[config.mk]
export PLATFORM = sky130hd
export DESIGN_NAME = keypad_scanner
export DESIGN_NICKNAME = d
export VERILOG_FILES = /design/src/rtl/keypad_scanner.sv
export SDC_FILE = /design/constraint.sdc
export NUM_CORES = 1
export LEC_CHECK = 0
export ABC_AREA = 0
export ABC_CLOCK_PERIOD_IN_PS = 1600
export CORE_MARGIN = 1.5
export CORE_UTILIZATION = 32
export DETAILED_ROUTE_END_ITERATION = 6
export PLACE_DENSITY_LB_ADDON = 0.08
export SLEW_MARGIN = 20
export SYNTH_ARGS = -nofsm -noshare
export SYNTH_HDL_FRONTEND = slang
export SYNTH_SLANG_ARGS = --single-unit
[constraint.sdc]
create_clock -name clk -period 1.6 [get_ports clk]
set_input_delay 0.32 -clock clk [delete_from_list [all_inputs] [get_ports clk]]
set_output_delay 0.32 -clock clk [all_outputs]
set_load 0.005 [all_outputs]
[src/rtl/keypad_scanner.sv]
// rtl/keypad_scanner.sv - 4x4 matrix keypad scanner with press/release debounce
//
// Ports:
//   clk        system clock, all state updates on the rising edge
//   rst        synchronous active-high reset
//   col_in     keypad columns, active-low, already synchronised to clk
//   row_out    row drive, active-low, exactly one bit low
//   keypad     accepted key code {row[1:0], col[1:0]}, zero unless key_valid
//   key_valid  one-cycle strobe per accepted press
module keypad_scanner #(
    parameter int SCAN_DIV = 4,
    parameter int DEBOUNCE = 3
) (
    input  logic       clk,
    input  logic       rst,
    input  logic [3:0] col_in,
    output logic [3:0] row_out,
    output logic [3:0] keypad,
    output logic       key_valid
);

    localparam int DW = (SCAN_DIV > 1) ? $clog2(SCAN_DIV) : 1;
    localparam int CW = $clog2(DEBOUNCE + 1);
    localparam logic [DW-1:0] DIV_LAST = DW'(SCAN_DIV - 1);
    localparam logic [CW-1:0] DB_LAST  = CW'(DEBOUNCE - 1);

    typedef enum logic [1:0] {
        ST_SCAN,
        ST_DEBOUNCE,
        ST_PRESSED
    } state_t;

    state_t          state;
    logic [1:0]      row_idx;
    logic [DW-1:0]   div_cnt;
    logic [CW-1:0]   match_cnt;
    logic [CW-1:0]   rel_cnt;
    logic [3:0]      lat_pattern;
    logic [1:0]      lat_col;

    logic            sample;
    logic            single_low;
    logic [1:0]      col_idx;

    assign sample  = (div_cnt == DIV_LAST);
    assign row_out = ~(4'b0001 << row_idx);

    // Only a single low column is a key; several low columns are treated as
    // no key so that ghosting and rollover never produce a code.
    always_comb begin
        single_low = 1'b0;
        col_idx    = 2'd0;
        case (col_in)
            4'b1110: begin single_low = 1'b1; col_idx = 2'd0; end
            4'b1101: begin single_low = 1'b1; col_idx = 2'd1; end
            4'b1011: begin single_low = 1'b1; col_idx = 2'd2; end
            4'b0111: begin single_low = 1'b1; col_idx = 2'd3; end
            default: begin single_low = 1'b0; col_idx = 2'd0; end
        endcase
    end

    always_ff @(posedge clk) begin
        if (rst) begin
            state       <= ST_SCAN;
            row_idx     <= 2'd0;
            div_cnt     <= '0;
            match_cnt   <= '0;
            rel_cnt     <= '0;
            lat_pattern <= 4'hF;
            lat_col     <= 2'd0;
            keypad      <= 4'd0;
            key_valid   <= 1'b0;
        end else begin
            key_valid <= 1'b0;
            keypad    <= 4'd0;
            div_cnt   <= sample ? '0 : div_cnt + 1'b1;

            if (sample) begin
                case (state)
                    ST_SCAN: begin
                        if (single_low) begin
                            // row_idx stays put from here on, so it serves as the latched row
                            lat_pattern <= col_in;
                            lat_col     <= col_idx;
                            match_cnt   <= CW'(1);
                            if (DEBOUNCE == 1) begin
                                key_valid <= 1'b1;
                                keypad    <= {row_idx, col_idx};
                                rel_cnt   <= '0;
                                state     <= ST_PRESSED;
                            end else begin
                                state <= ST_DEBOUNCE;
                            end
                        end else begin
                            row_idx <= row_idx + 2'd1;
                        end
                    end

                    ST_DEBOUNCE: begin
                        if (col_in == lat_pattern) begin
                            match_cnt <= match_cnt + 1'b1;
                            if (match_cnt == DB_LAST) begin
                                key_valid <= 1'b1;
                                keypad    <= {row_idx, lat_col};
                                rel_cnt   <= '0;
                                state     <= ST_PRESSED;
                            end
                        end else begin
                            // bounce: resume scanning after the row that glitched
                            row_idx <= row_idx + 2'd1;
                            state   <= ST_SCAN;
                        end
                    end

                    ST_PRESSED: begin
                        if (col_in == 4'hF) begin
                            if (rel_cnt == DB_LAST) begin
                                row_idx <= 2'd0;
                                div_cnt <= '0;
                                rel_cnt <= '0;
                                state   <= ST_SCAN;
                            end else begin
                                rel_cnt <= rel_cnt + 1'b1;
                            end
                        end else begin
                            rel_cnt <= '0;
                        end
                    end

                    default: state <= ST_SCAN;
                endcase
            end
        end
    end

endmodule
**Word-level counts from Yosys, hierarchy flattened**

Cells that the tools add are included.

- $add $sub $neg: 4
- Equal/unequal tests: 19
- Shifts and indexed selects: 1
- Muxes and demuxes: 24
- Bitwise operators: 5
- Reductions and logical operators: 12

Operator list:

| cell | number |
|---|---|
| $mux W2 | 17 |
| $pmux W2 S3 | 3 |
| $eq A4 B4 Y1 const B | 4 |
| $ne A2 B2 Y1 const B | 7 |
| $add A2 B1 Y2 const B | 4 |
| $eq A2 B2 Y1 const B | 4 |
| $pmux W2 S2 | 2 |
| $reduce_and A4 Y1 | 2 |
| $reduce_or A4 Y1 | 2 |
| $reduce_and A6 Y1 | 1 |
| $reduce_and A5 Y1 | 1 |
| $reduce_or A5 Y1 | 1 |
| $eq A4 B3 Y1 const B | 1 |
| $eq A4 B4 Y1 | 1 |
| $not A1 Y1 | 4 |
| $not A4 Y4 | 1 |
| $reduce_bool A2 Y1 | 2 |
| $shl A1 B2 Y4 const A | 1 |
| $ne A3 B3 Y1 const B | 1 |
| $reduce_and A3 Y1 | 1 |
| $reduce_bool A3 Y1 | 1 |
| $eq A2 B1 Y1 const B | 1 |
| $logic_not A2 Y1 | 1 |
| $mux W1 | 2 |

- Register bits after elaboration: 21
- Bits of input ports: 6
- Output and inout port bits: 9

**Longest topological paths before layout**

Gate-level depths: netlist of the first run.

- Depth after elaboration: 6
- Gate-level depth with buffers: 8

**Worst setup path after synthesis of the first run**

OpenSTA, ideal clock, no wires.

- Path type: input to register
- Start: in col_in[3]
- End: reg lat_pattern[1]
- Setup time: 0.120 ns
- Arrival time: 1.556 ns
- Required time: 1.480 ns
- Setup slack: -0.075 ns
- Cell stages on the path: 7
- Path buffers: 2
- Cells stage by stage: buf_2 and4b_1 a211o_2 nand3_2 buf_2 nor2_1 a211o_1

- Longest elaborated chain between the ends: 4
- Elaborated cells between the ends (all ways): 7
- Classes of those cells: 4 x eq/ne; 1 x mux; 2 x reduce/logical

Ends and longest elaborated chain:

| item | RTL line | RTL |
|---|---|---|
| from (decl) | 16 | `input logic [3:0] col_in,` |
| $eq A4 B3 Y1 or $eq A4 B4 Y1 (tied branches) | 53 | `case (col_in)` |
| $reduce_or A4 Y1 (no source line) * | n/a |  |
| $mux W1 * | 53 |  |
| $reduce_and A3 Y1 (no source line) * | n/a |  |
| to (signal assigned) | 83 | `lat_pattern <= col_in;` |
| to (decl) | 38 | `logic [3:0] lat_pattern;` |

Every way passes the cells marked *; elsewhere a longest branch is shown, timed or not.
A chain may end at the register's enable or synchronous reset.

**Final worst setup path of the first run**

- Start: reg row_idx[0]
- End: out row_out[0]

- Longest elaborated chain between the ends: 2

Ends and longest elaborated chain:

| item | RTL line | RTL |
|---|---|---|
| from (decl) | 34 | `logic [1:0] row_idx;` |
| from (signal assigned) | 95 | `row_idx <= row_idx + 2'd1;` |
| from (signal assigned) | 110 | `row_idx <= row_idx + 2'd1;` |
| $shl A1 B2 Y4 | 46 | `assign row_out = ~(4'b0001 << row_idx);` |
| $not A4 Y4 | 46 |  |
| to (decl) | 17 | `output logic [3:0] row_out,` |

No other way between the ends.

==> summary.txt, run 1 <==
Die
  • Core area: 3130 um^2
  • Die W: 61.0 um
  • I/O pin count: 15
  • Die height: 61.0 um
  • Die Area: 3720 um^2
  • Starting Density: 0.344
  • # rows: 20

Timing
  • Count of pins over their slew limit: 0
  • Slew headroom: 0.716
  • Min cycle time layout: 1.54 ns
  • WHS: 0.444 ns
  • Clock skew: 0.00576 ns
  • Hold Violations, Final: 0
  • Period utilization: 0.962
  • Final count of negative-setup-slack endpoints: 0
  • Tightest Pin Transition: 0.419 ns
  • Final worst setup slack: 0.0609 ns
  • Fmax: 0.650 GHz

Finish
  • Final nets: 169
  • Layout cells sized above 1: 0.295
  • Area grow syn2layout: 37.7%
  • Final Util: 0.473
  • Antenna cells: 0

Clocking
  • Clk_lat worst skew: 0.31 ns
  • # H-tree levels: 1
  • Root buffer cell: clkbuf_4
  • CTS sink cnt: 21
  • Hold buffer count at cts: 0
  • Max Buffers Root-to-Sink: 2
  • Total clock buffers created by CTS: 3
  • TritonCTS clock tree: built
  • Clock transition at path regs: 0.12 ns

Detailed routing
  • Routed Antenna Nets: 0
  • Vias/cell: 4.64
  • Via count: 927
  • DRT iter0 DRCs: 14
  • Avg WL per Cell: 11.0 um
  • WL final: 2200 um
  • DRT Pass-1 Iters: 4
  • DRC errors left: 0

Power and ir drop
  • Pleak: 0.611 nW
  • Final Power: 0.000948 W
  • Max VDD drop: 0.000489 V
  • Power Density: 641 nW/um^2

Setup path
  • Delay of the slowest critical-path stage: 0.36 ns
  • CP endpoint kind: output port
  • Crit path to: row_out[0]
  • Setup slack, reg-to-reg: 0.12 ns
  • Worst R2R Path Depth: 6
  • Slowest stage cell, crit path: dfxtp_2
  • Crit. Startpoint: row_idx[0]
  • Critical Path AT: 1.22 ns
  • Worst Setup Path Type: reg -> out
  • Crit-path cells: buf_6 -> inv_4 -> ha_1 -> inv_1 -> clkdlybuf4s15_1
  • Req. time, crit path: 1.28 ns
  • Startpoint Class: flip-flop
  • End of the worst register-to-register path: lat_col[0]
  • Crit path max fanout: 4
  • Worst R2R Start: div_cnt[0]

Global route
  • First-pass GRT wire length: 3950 um
  • Via count of the first global-routing pass: 886
  • Initial antenna violation count: 0
  • Overall routing resource usage: 0.144
  • Largest net degree at the start of global routing: 13
  • Gr ovfl total: 0

Placement
  • Setup WS pre-CTS: -0.594 ns
  • IO buf count: 14
  • HPWL Detailed: 1750 um
  • RD Place Congestion: 0.784

Yosys
  • Post-synth EDFFs: 0
  • #FFs+latches synth: 21
  • Avg Cell Area, Syn: 8.81 um^2
  • Sequential area share after synthesis: 0.391
  • Syn nets: 134
  • Most used DFF post-synth: dfxtp_1
  • Post-synthesis cell area: 1070 um^2
  • Async set-reset flop share out of synthesis: 0
  • Gate Count Post-Synth: 122
  • Distinct cells, synth: 40
  • Number of synthesis warnings: 0

Worst hold path
  • Hold crit path type: reg -> reg

Job
  • Max-Cap Viols: 0

Outcome
  • Status: completed
area by class of cell:
| class | instances | area (um^2) |
|---|---|---|
| repair buffers | 38 | 305 |
| clock buffers | 3 | 22.5 |
| fillers | 319 | 1650 |
| clock inverters | 1 | 5.00 |
| multi-input cells | 79 | 614 |
| flip-flops and latches | 21 | 423 |
| well taps | 44 | 55.1 |
| inverters | 14 | 55.1 |
report_power, final:
| group | total, W | switching [W] | leakage [nW] | internal, W |
|---|---|---|---|---|
| Sequential | 0.000542 | 0.00000748 | 0.171 | 0.000535 |
| Clock | 0.000257 | 0.000164 | 0.0177 | 0.0000935 |
| Combinational | 0.000149 | 0.0000708 | 0.422 | 0.0000781 |
| Total | 0.000948 | 0.000242 | 0.611 | 0.000706 |
worst min-delay path by stage:
| stage | startpoint | end | slack (ns) | cells past startpoint |
|---|---|---|---|---|
| 2_1_floorplan | div_cnt[0] | div_cnt[0] | 0.41 | 1 |
| 3_3_place_gp | div_cnt[0] | div_cnt[0] | 0.41 | 1 |
| 3_5_place_dp | div_cnt[0] | div_cnt[0] | 0.42 | 1 |
| 4_1_cts | div_cnt[0] | div_cnt[0] | 0.44 | 1 |
| 5_1_grt | col_in[3] | lat_col[1] | 0.47 | 4 |
| 6_report | div_cnt[0] | div_cnt[0] | 0.44 | 1 |
synth_stat cells, types with 2 or more instances:
library cell / n / area share
o21ai_0: 3 / 0.014
nand4_1: 3 / 0.017
clkbuf_1: 4 / 0.014
ha_1: 6 / 0.070
dfxtp_1: 21 / 0.39
nor3_1: 2 / 0.0093
mux2i_1: 3 / 0.028
a21oi_1: 4 / 0.019
and4b_1: 2 / 0.019
nand2_1: 6 / 0.021
nand3b_1: 2 / 0.014
and2_1: 5 / 0.029
buf_2: 4 / 0.019
inv_1: 14 / 0.049
a211o_1: 4 / 0.033
xnor2_1: 5 / 0.041
nor2_1: 11 / 0.038
critical path: cells and delay by family, from the launching register on:
| kind | cells | cell delay (ns) |
|---|---|---|
| flops | 1 | 0.36 |
| buf+inv | 4 | 0.37 |
| fa+ha+maj | 1 | 0.18 |
placed cells by master, fill, tap and decap left out, drive strengths merged, types with 3 or more instances in the layout:
master / instances
a211o: 5
a21oi: 4
and2: 5
buf: 24
clkbuf: 6
clkdlybuf4s50: 6
dfxtp: 21
dlygate4sd2: 3
ha: 6
inv: 14
mux2i: 3
nand2: 6
nand4: 3
nor2: 11
o21ai: 3
xnor2: 5
sequential cells by signal, indices dropped and copies added (netlist names):
signal       flops
keypad           4
lat_pattern      4
div_cnt          2
lat_col          2
match_cnt        2
rel_cnt          2
row_idx          2
state            2
key_valid        1
repair_timing:
item	4_1_cts	5_1_grt
endpoints found under the hold margin	0	0
gates resized for setup	16	13
pin swaps	2	1
setup endpoints to repair	22	13
buffers inserted	2	1
metrics by stage:
step	cells	setup TNS [ns]	cell area, um^2
floorplan	122	-0.000799	1100
global placement	193	-8.66	1410
detailed placement	193	-8.84	1410
CTS	199	0	1460
global route	200	-0.00369	1480
finish	200	0	1480
routing by layer:
layer | routed length [um] | global-route usage | vias to the layer above
met1 | 1060 | 0.186 | 421
li1 | - | - | 490
met3 | 72 | 0.0448 | 4
met2 | 1040 | 0.230 | 12
met4 | 24 | 0.0466 | 0
met5 | 0 | 0 | -
kinds of logic (layout without fill, tap and decap cells):
family	Yosys count	in the layout	synth area share
AND/OR/NAND/NOR	40	40	0.211
AO/OA/AOI/OAI	24	24	0.170
buffers and inverters	22	56	0.0815
flip-flops	21	21	0.391
adder cells (fa/ha/maj)	6	6	0.0698
XOR/XNOR	6	6	0.0489
multiplexers	3	3	0.0279
Power figures use the tool's default switching activity.
==> run 2, diff against run 1 <==
--- a/config.mk
+++ b/config.mk
@@ -5,9 +5,8 @@
 export SDC_FILE = /design/constraint.sdc
 export NUM_CORES = 1
 export LEC_CHECK = 0
-export ABC_AREA = 0
 export ABC_CLOCK_PERIOD_IN_PS = 1600
-export CORE_MARGIN = 1.5
+export CORE_MARGIN = 5
 export CORE_UTILIZATION = 32
 export DETAILED_ROUTE_END_ITERATION = 6
 export PLACE_DENSITY_LB_ADDON = 0.08
==> summary.txt, run 2 (synthesis results as in run 1) <==
Clocking
  • Max Buffers Root-to-Sink: 2 (unchanged)
  • # H-tree levels: 1 (unchanged)
  • CTS sink cnt: 21 (unchanged)
  • Hold buffer count at cts: 0 (unchanged)
  • Clock transition at path regs: 0.12 ns (about the same)
  • Root buffer cell: clkbuf_4
  • Total clock buffers created by CTS: 3 (unchanged)
  • TritonCTS clock tree: built
  • Clk_lat worst skew: 0.30 ns (about the same)

Detailed routing
  • DRC errors left: 0 (unchanged)
  • DRT Pass-1 Iters: 4 (unchanged)
  • WL final: 2210 um (+0.27%)
  • Routed Antenna Nets: 0 (unchanged)
  • Vias/cell: 4.50 (-3.0%)
  • DRT iter0 DRCs: 23 (+9)
  • Via count: 904 (-2.5%)
  • Avg WL per Cell: 11.0 um (-0.23%)

Timing
  • Slew headroom: 0.815 (+0.0987)
  • WHS: 0.419 ns (-0.0250 ns)
  • Count of pins over their slew limit: 0 (unchanged)
  • Period utilization: 0.962 (about the same)
  • Final worst setup slack: 0.0607 ns (-0.000179 ns)
  • Clock skew: 0.00918 ns (+0.00342 ns)
  • Hold Violations, Final: 0 (unchanged)
  • Tightest Pin Transition: 0.277 ns (-0.143 ns)
  • Fmax: 0.650 GHz (about the same)
  • Final count of negative-setup-slack endpoints: 0 (unchanged)
  • Min cycle time layout: 1.54 ns (+0.000179 ns)
  • RSZ-0062 raised after global routing: yes

Setup path
  • CP endpoint kind: flip-flop
  • Crit path max-delay family: compound AO/OA/AOI/OAI gates
  • Crit-path cells: dlygate4sd2_1 -> and4b_1 -> a211o_2 -> buf_4 -> o21bai_4 -> a311oi_1 -> a41o_1
  • Delay of the slowest critical-path stage: 0.33 ns (-0.03 ns)
  • Setup slack, reg-to-reg: 0.11 ns (about the same)
  • Worst Setup Path Type: in -> reg
  • Req. time, crit path: 1.81 ns (+0.53 ns)
  • Startpoint Class: input port
  • Slowest stage cell, crit path: a211o_2
  • Buffers & Inverters on Critical Path: 2 (-2)
  • Crit path max fanout: 5 (+1)
  • Critical Path AT: 1.75 ns (+0.53 ns)

Die
  • Core area: 3280 um^2 (+5.0%)
  • Die height: 68.0 um (+11%)
  • # rows: 21 (+5.0%)
  • Die W: 68.0 um (+11%)
  • Die Area: 4620 um^2 (+24%)
  • Starting Density: 0.327 (-0.0164)
  • I/O pin count: 15 (unchanged)

Finish
  • Fillers: 319 (unchanged)
  • Antenna cells: 0 (unchanged)
  • Largest regs: keypad: 4 flops, lat_pattern: 4 flops
  • Layout cells sized above 1: 0.290 (-0.00455)
  • Commonest non-fill, non-tap cell in the layout: buf_4
  • Final instance area: 1480 um^2 (unchanged)
  • Final Util: 0.451 (-0.0225)
  • Area grow syn2layout: 37.7% (unchanged)
  • Final nets: 168 (-0.59%)
  • Most frequent cells in the layout: buf_4, dfxtp_1, inv_1, nor2_1

Outcome
  • Status: completed

Power and ir drop
  • Power Density: 635 nW/um^2 (-0.82%)
  • Pleak: 0.598 nW (-2.0%)
  • Final Power: 0.000940 W (-0.82%)
  • Max VDD drop: 0.000574 V (+17%)

Job
  • Max-Cap Viols: 0 (unchanged)

Global route
  • Via count of the first global-routing pass: 850 (-4.1%)
  • First-pass GRT wire length: 3640 um (-8.0%)
  • Largest net degree at the start of global routing: 16 (+3)
  • Initial antenna violation count: 0 (unchanged)
  • Overall routing resource usage: 0.104 (-0.0403)
  • Gr ovfl total: 0 (unchanged)

Placement
  • Setup WS pre-CTS: -0.571 ns (+0.0233 ns)
  • RD Place Congestion: 0.757 (-3.5%)
  • IO buf count: 14 (unchanged)
  • Placed cell areas: 1420 um^2 (+0.71%)
  • HPWL Detailed: 1720 um (-1.4%)

Worst hold path
  • Hold crit path type: reg -> reg
-- run 2: routing by layer --
metal | vias to the layer above | global-route usage | wire, um
li1 | 488 | - | -
met1 | 397 | 0.124 | 1020
met2 | 17 | 0.176 | 1050
met3 | 2 | 0.0361 | 121
met4 | 0 | 0.0298 | 17
met5 | - | 0 | 0
-- run 2: final timing paths --
check	start	endpoint	cells after the start
hold reg to reg	div_cnt[0]	div_cnt[0]	1
setup / recovery	col_in[1]	row_idx[1]	7
setup reg to reg	div_cnt[0]	lat_col[0]	6
hold / removal	div_cnt[0]	div_cnt[0]	1
-- run 2: layout make-up --
cell class / count / area, um^2 / share of cell area
clock buffer: 3 / 22.5 / 0.0152
multi-input combinational: 79 / 617 / 0.417
sequential: 21 / 424 / 0.287
inverter: 14 / 52.6 / 0.0355
tap: 46 / 57.6 / 0.0389
clock inverter: 1 / 5.00 / 0.00338
timing repair buffer: 37 / 302 / 0.204
-- run 2: worst register-to-register path, cell delays in order (launching register included) --
cell	delay [ns]
dfxtp_2	0.35
ha_1	0.16
inv_1	0.09
nor2_4	0.11
nand3_2	0.11
or4_4	0.50
a21oi_2	0.13
-- run 2: what timing repair did --
| action | in CTS | in global routing |
|---|---|---|
| gates resized for setup | 15 | 10 |
| pin swaps | 1 | 2 |
| setup buffers | 0 | 1 |
| setup endpoints to repair | 21 | 4 |
-- run 2: stage by stage --
step	setup TNS [ns]	instances
6_report	0	201
5_1_grt	-0.0818	201
4_1_cts	0	200
3_5_place_dp	-8.59	196
3_3_place_gp	-8.26	196
2_1_floorplan	-0.000799	122
-- run 2: where the power goes --
| group | switching [W] | internal, W | total (W) |
|---|---|---|---|
| registers | 0.00000783 | 0.000535 | 0.000543 |
| logic | 0.0000690 | 0.0000755 | 0.000144 |
| clock network | 0.000160 | 0.0000932 | 0.000253 |
| total | 0.000237 | 0.000704 | 0.000940 |
==> run 3, diff against run 2 <==
--- a/config.mk
+++ b/config.mk
@@ -6,8 +6,8 @@
 export NUM_CORES = 1
 export LEC_CHECK = 0
 export ABC_CLOCK_PERIOD_IN_PS = 1600
-export CORE_MARGIN = 5
-export CORE_UTILIZATION = 32
+export CORE_UTILIZATION = 43
+export CTS_BUF_LIST = sky130_fd_sc_hd__clkbuf_4 sky130_fd_sc_hd__clkbuf_8
 export DETAILED_ROUTE_END_ITERATION = 6
 export PLACE_DENSITY_LB_ADDON = 0.08
 export SLEW_MARGIN = 20
==> summary.txt, run 3 (synthesis results as in run 1) <==
Outcome
  • Status: completed

Die
  • Core area: 2280 um^2 (-31%)
  • I/O pin count: 15 (unchanged)
  • Die Area: 2700 um^2 (-41%)
  • Die height: 52.0 um (-23%)
  • # rows: 17 (-19%)
  • Die W: 52.0 um (-23%)
  • Starting Density: 0.472 (+0.145)

Clocking
  • Max Buffers Root-to-Sink: 2 (unchanged)
  • Total clock buffers created by CTS: 3 (unchanged)
  • Clock transition at path regs: 0.12 ns (about the same)
  • Root buffer cell: clkbuf_4
  • Clk_lat worst skew: 0.30 ns (about the same)
  • CTS sink cnt: 21 (unchanged)
  • # H-tree levels: 1 (unchanged)
  • TritonCTS clock tree: built

Setup path
  • Crit. Startpoint: col_in[1]
  • Crit path to: row_idx[1]
  • Setup slack, reg-to-reg: 0.14 ns (+0.03 ns)
  • Slowest stage cell, crit path: o21ai_0
  • Worst R2R Start: state[1]
  • Worst R2R Path Depth: 5 (-1)
  • Worst Setup Path Type: in -> reg
  • Startpoint Class: input port
  • Crit-path cells: dlygate4sd2_1 -> buf_4 -> xnor2_2 -> and4_1 -> o21ai_0 -> a311oi_1 -> a41o_1
  • Crit path max fanout: 5 (unchanged)
  • Req. time, crit path: 1.81 ns (about the same)
  • End of the worst register-to-register path: lat_col[0]
  • CP endpoint kind: flip-flop
  • Delay of the slowest critical-path stage: 0.29 ns (-0.04 ns)
  • Critical Path AT: 1.75 ns (about the same)

Finish
  • Antenna cells: 0 (unchanged)
  • Non-filler instance count after layout: 179 (-11%)
  • Footprint of the multi-input gates: 598 um^2 (-3.0%)
  • Layout cells sized above 1: 0.245 (-0.0453)
  • Fillers: 197 (-38%)
  • Largest regs: keypad: 4 flops, lat_pattern: 4 flops
  • Final nets: 164 (-2.4%)
  • Most frequent cells in the layout: dfxtp_1, buf_4, inv_1, nor2_1
  • Area grow syn2layout: 32.4%
  • Commonest non-fill, non-tap cell in the layout: dfxtp_1
  • Sequential cell area: 423 um^2 (-0.29%)

Timing
  • Final count of negative-setup-slack endpoints: 0 (unchanged)
  • Fmax: 0.651 GHz (+0.14%)
  • Slew headroom: 0.758 (-0.0572)
  • RSZ-0062 raised after global routing: no
  • Period utilization: 0.961 (-0.00138)
  • Final worst setup slack: 0.0629 ns (+0.00222 ns)
  • Count of pins over their slew limit: 0 (unchanged)
  • Tightest Pin Transition: 0.358 ns (+0.0812 ns)
  • Min cycle time layout: 1.54 ns (-0.00222 ns)
  • Hold Violations, Final: 0 (unchanged)
  • Clock skew: 0.00937 ns (+0.000189 ns)

Job
  • Max-Cap Viols: 0 (unchanged)

Power and ir drop
  • Power Density: 657 nW/um^2 (+3.4%)
  • Max VDD drop: 0.000694 V (+21%)
  • Pleak: 0.589 nW (-1.5%)

Detailed routing
  • Via count: 921 (+1.9%)
  • DRT iter0 DRCs: 4 (-83%)
  • WL final: 2110 um (-4.5%)
  • DRT Pass-1 Iters: 2 (-2)
  • Avg WL per Cell: 11.8 um (+7.2%)
  • Routed Antenna Nets: 0 (unchanged)
  • DRC errors left: 0 (unchanged)
  • Vias/cell: 5.15 (+14%)

Global route
  • Overall routing resource usage: 0.183 (+0.0790)
  • Via count of the first global-routing pass: 897 (+5.5%)
  • Largest net degree at the start of global routing: 18 (+2)
  • Initial antenna violation count: 0 (unchanged)
  • Gr ovfl total: 0 (unchanged)
  • First-pass GRT wire length: 3710 um (+1.9%)

Placement
  • RD Place Congestion: 0.845 (+12%)
  • Placed cells: 174 (-11%)
  • HPWL Detailed: 1580 um (-8.5%)
  • Setup WS pre-CTS: -0.543 ns (+0.0280 ns)
  • IO buf count: 14 (unchanged)

Worst hold path
  • Hold Crit Depth: 1 (unchanged)
  • Hold crit path type: reg -> reg
[run 3: repair_timing]
action                                  4_1_cts  5_1_grt
setup buffers                                 1        0
pin swaps                                     0        2
hold buffers                                  0        0
endpoints found under the setup margin       23       10
gates resized for setup                      11        8
[run 3: layout make-up]
class / instances / share of cell area
sequential: 21 / 0.297
clock inverter: 1 / 0.00352
inverter: 14 / 0.0369
multi-input combinational: 79 / 0.420
timing repair buffer: 33 / 0.201
tap: 28 / 0.0246
clock buffer: 3 / 0.0158
[run 3: worst max-delay path, delay by kind of cell]
kind / cells / cell delay (ns)
xor+xnor: 1 / 0.13
compound gates: 3 / 0.65
buf+inv: 2 / 0.43
simple gates: 1 / 0.21
[run 3: metrics by stage]
| stage | hold slack [ns] | instance area (um^2) | power, W | TNS, ns | utilization |
|---|---|---|---|---|---|
| 3_5_place_dp | 0.420 | 1380 | 0.000694 | -8.58 | 0.604 |
| 5_1_grt | 0.445 | 1420 | 0.000987 | 0 | 0.625 |
| 4_1_cts | 0.438 | 1400 | 0.000940 | 0 | 0.616 |
| 2_1_floorplan | 0.408 | 1100 | 0.000631 | -0.000799 | - |
| 6_report | 0.435 | 1420 | 0.000935 | 0 | 0.625 |
| 3_3_place_gp | 0.420 | 1380 | 0.000692 | -8.41 | 0.604 |
[run 3: routing by layer]
| layer | part of all wire | GRT usage | vias up |
|---|---|---|---|
| met5 | 0 | 0 | - |
| met4 | 0.0066 | 0.0405 | 0 |
| met3 | 0.028 | 0.0526 | 2 |
| met2 | 0.49 | 0.312 | 13 |
| met1 | 0.48 | 0.225 | 419 |
| li1 | - | - | 487 |
[run 3: worst min path at each step]
stage | from | endpoint | slack [ns]
after global routing | div_cnt[0] | div_cnt[0] | 0.45
after CTS | div_cnt[0] | div_cnt[0] | 0.44
after floorplan | div_cnt[0] | div_cnt[0] | 0.41
after global placement | div_cnt[0] | div_cnt[0] | 0.42
final | div_cnt[0] | div_cnt[0] | 0.44
after detailed placement | div_cnt[0] | div_cnt[0] | 0.42
[run 3: where the power goes]
group / internal [W] / switching, W
clock network: 0.0000932 / 0.000161
logic: 0.0000708 / 0.0000674
registers: 0.000535 / 0.00000805
total: 0.000699 / 0.000236
